===== config.mk =====
export PLATFORM = sky130hd
export DESIGN_NAME = uart_modport
export DESIGN_NICKNAME = d
export VERILOG_FILES = /design/src/rtl/uart_modport.sv
export SDC_FILE = /design/constraint.sdc
export NUM_CORES = 1
export LEC_CHECK = 0
export CORE_UTILIZATION = 50
export DETAILED_ROUTE_END_ITERATION = 6
export PLACE_DENSITY_LB_ADDON = 0.1
export SKIP_CTS_REPAIR_TIMING = 1
export SLEW_MARGIN = 20
export SYNTH_ARGS = -nofsm -noshare
export SYNTH_HDL_FRONTEND = slang
export SYNTH_SLANG_ARGS = --single-unit

===== constraint.sdc =====
create_clock -name wb_clk_i -period 9.3 [get_ports wb_clk_i]
set_clock_uncertainty 0.15 [all_clocks]
set_input_delay 1.86 -clock wb_clk_i [delete_from_list [all_inputs] [get_ports wb_clk_i]]
set_output_delay 1.86 -clock wb_clk_i [all_outputs]
set_load 0.02 [all_outputs]

===== src/rtl/uart_modport.sv =====
// Wishbone-slave UART with a fixed 8N1 frame, a 16x oversampling baud tick
// taken from the {DLM,DLL} divisor, and one holding register on each direction.
module uart_modport (
    input  logic       wb_clk_i,
    input  logic       wb_rst_i,
    input  logic [2:0] wb_adr_i,
    input  logic [7:0] wb_dat_i,
    output logic [7:0] wb_dat_o,
    input  logic [3:0] wb_sel_i,
    input  logic       wb_stb_i,
    input  logic       wb_cyc_i,
    input  logic       wb_we_i,
    output logic       wb_ack_o,
    output logic       int_o,
    output logic       stx_pad_o,
    input  logic       srx_pad_i
);

    typedef enum logic {TX_IDLE, TX_BUSY} tx_state_t;
    typedef enum logic [1:0] {RX_IDLE, RX_START, RX_DATA, RX_STOP} rx_state_t;

    logic [7:0]  lcr_r, dll_r, dlm_r, scr_r, rbr_r, thr_r;
    logic [2:0]  ier_r;
    logic [4:0]  mcr_r;
    logic        dr_r, oe_r, fe_r, thre_pend_r, thr_full_r;
    logic [15:0] baud_cnt_r;
    tx_state_t   tx_state_r;
    logic [9:0]  tx_sh_r;
    logic [3:0]  tx_bit_r, tx_tcnt_r;
    rx_state_t   rx_state_r;
    logic        rx_sync1_r, rx_sync2_r, rx_prev_r;
    logic [3:0]  rx_tcnt_r;
    logic [2:0]  rx_bit_r;
    logic [7:0]  rx_sh_r;

    logic        acc_s, wr_s, rd_s, dlab_s, tick_s, thre_s, temt_s;
    logic        thr_wr_s, div_wr_s, rbr_rd_s, lsr_rd_s, tx_load_s, rx_stop_s;
    logic        ier1_rise_s, iir_clr_s;
    logic [15:0] div_s;
    logic [7:0]  lsr_s, iir_s, rdata_s;
    logic        unused_sel_s;

    assign unused_sel_s = ^wb_sel_i;

    // One access per ack: the request is taken on the edge that raises ack.
    assign acc_s    = wb_stb_i & wb_cyc_i & ~wb_ack_o;
    assign wr_s     = acc_s & wb_we_i;
    assign rd_s     = acc_s & ~wb_we_i;
    assign dlab_s   = lcr_r[7];
    assign thr_wr_s = wr_s & ~dlab_s & (wb_adr_i == 3'd0);
    assign div_wr_s = wr_s & dlab_s & (wb_adr_i[2:1] == 2'b00);
    assign rbr_rd_s = rd_s & ~dlab_s & (wb_adr_i == 3'd0);
    assign lsr_rd_s = rd_s & (wb_adr_i == 3'd5);

    assign div_s     = {dlm_r, dll_r};
    assign tick_s    = (div_s != 16'd0) && (baud_cnt_r == (div_s - 16'd1));
    assign tx_load_s = tick_s & (tx_state_r == TX_IDLE) & thr_full_r;
    assign rx_stop_s = tick_s & (rx_state_r == RX_STOP) & (rx_tcnt_r == 4'd15);

    assign thre_s      = ~thr_full_r;
    assign temt_s      = thre_s & (tx_state_r == TX_IDLE);
    assign lsr_s       = {1'b0, temt_s, thre_s, 1'b0, fe_r, 1'b0, oe_r, dr_r};
    assign ier1_rise_s = wr_s & ~dlab_s & (wb_adr_i == 3'd1) & wb_dat_i[1] & ~ier_r[1] & thre_s;
    assign iir_clr_s   = rd_s & (wb_adr_i == 3'd2) & (iir_s == 8'h02);

    // Interrupt identification, highest priority first.
    always_comb begin
        iir_s = 8'h01;
        if (ier_r[2] & (oe_r | fe_r)) begin
            iir_s = 8'h06;
        end else if (ier_r[0] & dr_r) begin
            iir_s = 8'h04;
        end else if (ier_r[1] & thre_s & thre_pend_r) begin
            iir_s = 8'h02;
        end else begin
            iir_s = 8'h01;
        end
    end

    // Read data mux for the register map.
    always_comb begin
        rdata_s = 8'h00;
        case (wb_adr_i)
            3'd0:    rdata_s = dlab_s ? dll_r : rbr_r;
            3'd1:    rdata_s = dlab_s ? dlm_r : {5'd0, ier_r};
            3'd2:    rdata_s = iir_s;
            3'd3:    rdata_s = lcr_r;
            3'd4:    rdata_s = {3'd0, mcr_r};
            3'd5:    rdata_s = lsr_s;
            3'd6:    rdata_s = 8'h00;
            3'd7:    rdata_s = scr_r;
            default: rdata_s = 8'h00;
        endcase
    end

    // Bus handshake, control registers, receive status and interrupt state.
    always_ff @(posedge wb_clk_i or posedge wb_rst_i) begin
        if (wb_rst_i) begin
            wb_ack_o    <= 1'b0;
            wb_dat_o    <= 8'h00;
            int_o       <= 1'b0;
            lcr_r       <= 8'h03;
            dll_r       <= 8'h00;
            dlm_r       <= 8'h00;
            scr_r       <= 8'h00;
            rbr_r       <= 8'h00;
            ier_r       <= 3'd0;
            mcr_r       <= 5'd0;
            dr_r        <= 1'b0;
            oe_r        <= 1'b0;
            fe_r        <= 1'b0;
            thre_pend_r <= 1'b0;
        end else begin
            wb_ack_o <= acc_s;
            int_o    <= ~iir_s[0];
            if (rd_s) wb_dat_o <= rdata_s;
            if (wr_s) begin
                case (wb_adr_i)
                    3'd0:    if (dlab_s) dll_r <= wb_dat_i;
                    3'd1:    if (dlab_s) dlm_r <= wb_dat_i; else ier_r <= wb_dat_i[2:0];
                    3'd3:    lcr_r <= wb_dat_i;
                    3'd4:    mcr_r <= wb_dat_i[4:0];
                    3'd7:    scr_r <= wb_dat_i;
                    default: ;
                endcase
            end
            if (rx_stop_s) rbr_r <= rx_sh_r;
            // A new received frame wins over a clear in the same cycle.
            if (rx_stop_s) dr_r <= 1'b1; else if (rbr_rd_s) dr_r <= 1'b0;
            if (rx_stop_s & dr_r) oe_r <= 1'b1; else if (lsr_rd_s) oe_r <= 1'b0;
            if (rx_stop_s & ~rx_sync2_r) fe_r <= 1'b1; else if (lsr_rd_s) fe_r <= 1'b0;
            if ((tx_load_s & ~thr_wr_s) | ier1_rise_s) thre_pend_r <= 1'b1;
            else if (thr_wr_s | iir_clr_s) thre_pend_r <= 1'b0;
        end
    end

    // Baud divisor counter producing the 16x oversampling tick.
    always_ff @(posedge wb_clk_i or posedge wb_rst_i) begin
        if (wb_rst_i) begin
            baud_cnt_r <= 16'd0;
        end else if (div_wr_s || (div_s == 16'd0) || tick_s) begin
            baud_cnt_r <= 16'd0;
        end else begin
            baud_cnt_r <= baud_cnt_r + 16'd1;
        end
    end

    // Transmit holding register and shifter.
    always_ff @(posedge wb_clk_i or posedge wb_rst_i) begin
        if (wb_rst_i) begin
            tx_state_r <= TX_IDLE;
            tx_sh_r    <= 10'h3FF;
            tx_bit_r   <= 4'd0;
            tx_tcnt_r  <= 4'd0;
            stx_pad_o  <= 1'b1;
            thr_r      <= 8'h00;
            thr_full_r <= 1'b0;
        end else begin
            if (thr_wr_s) begin
                thr_r      <= wb_dat_i;
                thr_full_r <= 1'b1;
            end else if (tx_load_s) begin
                thr_full_r <= 1'b0;
            end
            case (tx_state_r)
                TX_IDLE: begin
                    if (tx_load_s) begin
                        tx_sh_r    <= {1'b1, thr_r, 1'b0};
                        stx_pad_o  <= 1'b0;
                        tx_bit_r   <= 4'd0;
                        tx_tcnt_r  <= 4'd0;
                        tx_state_r <= TX_BUSY;
                    end
                end
                TX_BUSY: begin
                    if (tick_s) begin
                        if (tx_tcnt_r == 4'd15) begin
                            tx_tcnt_r <= 4'd0;
                            if (tx_bit_r == 4'd9) begin
                                tx_state_r <= TX_IDLE;
                                stx_pad_o  <= 1'b1;
                            end else begin
                                tx_bit_r  <= tx_bit_r + 4'd1;
                                stx_pad_o <= tx_sh_r[1];
                                tx_sh_r   <= {1'b1, tx_sh_r[9:1]};
                            end
                        end else begin
                            tx_tcnt_r <= tx_tcnt_r + 4'd1;
                        end
                    end
                end
                default: tx_state_r <= TX_IDLE;
            endcase
        end
    end

    // Receive synchroniser and frame sampler.
    always_ff @(posedge wb_clk_i or posedge wb_rst_i) begin
        if (wb_rst_i) begin
            rx_sync1_r <= 1'b1;
            rx_sync2_r <= 1'b1;
            rx_prev_r  <= 1'b1;
            rx_state_r <= RX_IDLE;
            rx_tcnt_r  <= 4'd0;
            rx_bit_r   <= 3'd0;
            rx_sh_r    <= 8'h00;
        end else begin
            rx_sync1_r <= srx_pad_i;
            rx_sync2_r <= rx_sync1_r;
            rx_prev_r  <= rx_sync2_r;
            case (rx_state_r)
                RX_IDLE: begin
                    if (rx_prev_r & ~rx_sync2_r) begin
                        rx_state_r <= RX_START;
                        rx_tcnt_r  <= 4'd0;
                    end
                end
                RX_START: begin
                    if (tick_s) begin
                        if (rx_tcnt_r == 4'd7) begin
                            // Mid-start-bit recheck rejects glitches.
                            rx_tcnt_r  <= 4'd0;
                            rx_bit_r   <= 3'd0;
                            rx_state_r <= rx_sync2_r ? RX_IDLE : RX_DATA;
                        end else begin
                            rx_tcnt_r <= rx_tcnt_r + 4'd1;
                        end
                    end
                end
                RX_DATA: begin
                    if (tick_s) begin
                        if (rx_tcnt_r == 4'd15) begin
                            rx_tcnt_r <= 4'd0;
                            rx_sh_r   <= {rx_sync2_r, rx_sh_r[7:1]};
                            if (rx_bit_r == 3'd7) rx_state_r <= RX_STOP;
                            else rx_bit_r <= rx_bit_r + 3'd1;
                        end else begin
                            rx_tcnt_r <= rx_tcnt_r + 4'd1;
                        end
                    end
                end
                RX_STOP: begin
                    if (tick_s) begin
                        if (rx_tcnt_r == 4'd15) begin
                            rx_tcnt_r  <= 4'd0;
                            rx_state_r <= RX_IDLE;
                        end else begin
                            rx_tcnt_r <= rx_tcnt_r + 4'd1;
                        end
                    end
                end
                default: rx_state_r <= RX_IDLE;
            endcase
        end
    end

endmodule


==> results.cfg <==
[status]
status = complete, no violations

[routing]
drcViolationCount = 0
drt_first_pass_iters = 5
dr.first_iter.drc_count = 432
routed_wl_um = 16400
vias = 5020
wl_per_cell_um = 19.5
drt-vias-per-instance = 5.97
drtAntennaViolNets = 0

[timing]
final.period_utilization_pct = 49.8
setup_viol = 0
rsz0062_at_grt = false
relSlewSlack_pct = 28.6
drv_slew = 0
hold_viol = 0
fin_crit_ns = 4.63
fmax_mhz = 216
worstMarginPinSlew_ns = 1.06
worst_slack_ns = 4.67
tns_ns = 0

[floorplan]
coreArea_um2 = 12800
dieArea_um2 = 13800
io_pins = 32
fp.dieW_um = 118
placementRows = 41
die_h_um = 118
start_util_pct = 52.2

[placed_design]
io_buffer_count = 27
dp.final_hpwl_um = 11100
dp_cells = 809
post-place-ws_ns = 4.25
place_congestion = 0.834

[pwr]
power_leakage_nw = 3.39
power_density_nw_per_um2 = 214
ir_worst_vdd_v = 0.000132

[critical_path]
max_stage_delay_ns = 1.03
slowest_stage = or4_1
r2r-start = dll_r[2]$_DFFE_PP0P_
end_kind = flip-flop
crit_path_max_fanout = 12
crit_start = dll_r[2]$_DFFE_PP0P_
regToRegSetupSlack_ns = 4.67
crit_type = flip-flop to flip-flop
required_ns = 9.46
cp-start-kind = flip-flop
crit_path_end = rx_sh_r[3]$_DFFE_PP0P_
crit_chain = or4_1 -> or4_1 -> a32oi_1 -> and4_1 -> nand4b_1 -> or4_1 -> mux2_4
critPathArrivalTime_ns = 4.79
path_common_cell = or4_1
reg2reg_depth = 7
r2r-end = rx_sh_r[3]$_DFFE_PP0P_

[clock_tree]
cts_sinks = 125
cts_tree = built
cts_root_buf = clkbuf_16
htreeDepth = 4
path_clk_slew_ns = 0.06
cts_buffers = 17
insertion_delay_ns = 0.43
clockBufferDepth = 2

[logic_synthesis]
yosysUniqueCellTypes = 67
synthTopCellsByArea = dfrtp_1, mux2_2, dfstp_2, nand2_1, nor2_1
synth_top_family_by_area = simple AND/OR/NAND/NOR gates
synth.avg_cell_area_um2 = 10.5
postSynthRegisterBits = 125
synth_top_area_share_pct = 41.5
syn-num-nets = 668
synth-xor-area-share_pct = 3.87
yosysWarnings = 0
synth_area_um2 = 6690
synth_flop_cell = dfrtp_1
synthAdderAreaFrac_pct = 1.68
yosysTopAreaCell = dfrtp_1
synth_mux_area_share_pct = 15.2
synthArstFlopShare_pct = 100
syn_inst = 638
synth_simple_gate_area_share_pct = 18.6
yosysSeqAreaShare_pct = 47.0
synth_compound_area_share_pct = 10.6
synth_edf_count = 0

[global_routing]
gr-total-overflow = 0
antenna_found_initial = 0
grt_usage_pct = 25.5
grt_max_degree = 86
grt_pass1_wl_um = 27300
first_global_vias = 5108

[run]
cap_violations = 0

[finish]
drive_gt1_share_pct = 21.2
final_net_count = 686
fin_cells = 841
layout_commonest_cell = dfrtp_1
antenna_cells = 0
syn_to_final_growth_pct = 15.3
post-route-util_pct = 60.2
most-common-layout-cells = dfrtp_1, nand2_1, mux2_2

[hold_path]
hp-class = flip-flop to flip-flop
[stage by stage]
step / cell area (um2) / hold slack [ns] / total power, mW
finish: 7720 / 0.206 / 1.66
global route: 7720 / 0.212 / 1.73
CTS: 7710 / 0.209 / 1.67
detailed placement: 7070 / 0.200 / 0.946
global placement: 7060 / 0.199 / 0.935
floorplan: 6690 / 0.195 / 0.856
[cell families (layout without fill, tap and decap cells)]
kind of cell / count (synthesis) / after routing
simple gates: 235 / 235
xor+xnor: 28 / 28
flops: 125 / 125
mux: 88 / 88
buf+inv: 48 / 79
fa+ha+maj: 9 / 9
compound gates: 105 / 105
[routing by layer]
metal	up-vias	share of wire [%]	global-route usage, %
met5	-	0	0
met4	0	2.0	9.94
met3	29	4.2	4.51
met2	121	47	40.0
met1	2518	47	35.2
li1	2352	-	-
[cells in the mapped netlist (all sizes together), types with 5 or more instances]
cell	number
and3	7
nor2b	9
a21oi	20
nor2	45
mux2	73
dfrtp	111
or2	5
xor2	12
nor4	10
nand2b	6
or3	8
a31oi	7
o211ai	6
clkbuf	19
nor3b	7
o21ai	24
nand3	29
nand2	64
nand4	9
inv	17
dfstp	14
nor3	14
xnor2	15
mux2i	14
a211oi	9
buf	12
or4	8
ha	9
o31ai	8
[sequential cells by signal, indices dropped and copies added (netlist names), 3 cells and up, named ones only]
register,cells
lcr_r,8
tx_bit_r,4
ier_r,3
rx_bit_r,3
thr_r,8
mcr_r,5
dlm_r,8
baud_cnt_r,16
wb_dat_o,8
rx_sh_r,8
dll_r,8
rbr_r,8
tx_tcnt_r,4
rx_tcnt_r,4
tx_sh_r,8
scr_r,8
[worst max-delay path, delay by kind of cell, from the launching register on]
kind	cells	cell delay, ns
AND/OR/NAND/NOR	5	3.15
multiplexers	1	0.41
AO/OA/AOI/OAI	1	0.32
flip-flops	1	0.48
[area by class of cell]
cell class	count	area (um2)
Timing Repair Buffer	30	297
Multi-Input combinational cell	465	3350
Tap cell	172	215
Clock buffer	17	425
Fill cell	1064	5110
Sequential cell	125	3150
Inverter	17	66.3
Clock inverter	15	213
[how the worst min path moves through the flow]
stage	end	slack [ns]	cells past startpoint	start
after floorplan	rx_sync2_r$_DFF_PP1_	0.20	0	rx_sync1_r$_DFF_PP1_
after global placement	rx_sync2_r$_DFF_PP1_	0.20	0	rx_sync1_r$_DFF_PP1_
after detailed placement	rx_sync2_r$_DFF_PP1_	0.20	0	rx_sync1_r$_DFF_PP1_
after CTS	rx_sync2_r$_DFF_PP1_	0.21	0	rx_sync1_r$_DFF_PP1_
after global routing	rx_sync2_r$_DFF_PP1_	0.21	0	rx_sync1_r$_DFF_PP1_
final	rx_sync2_r$_DFF_PP1_	0.21	0	rx_sync1_r$_DFF_PP1_
[where the power goes]
group	switching, mW	leakage, nW	internal [mW]	total (mW)
Combinational	0.149	1.45	0.124	0.273
Sequential	0.0640	1.63	0.602	0.666
Clock	0.264	0.301	0.453	0.717
(Power assumes the default switching activity.)
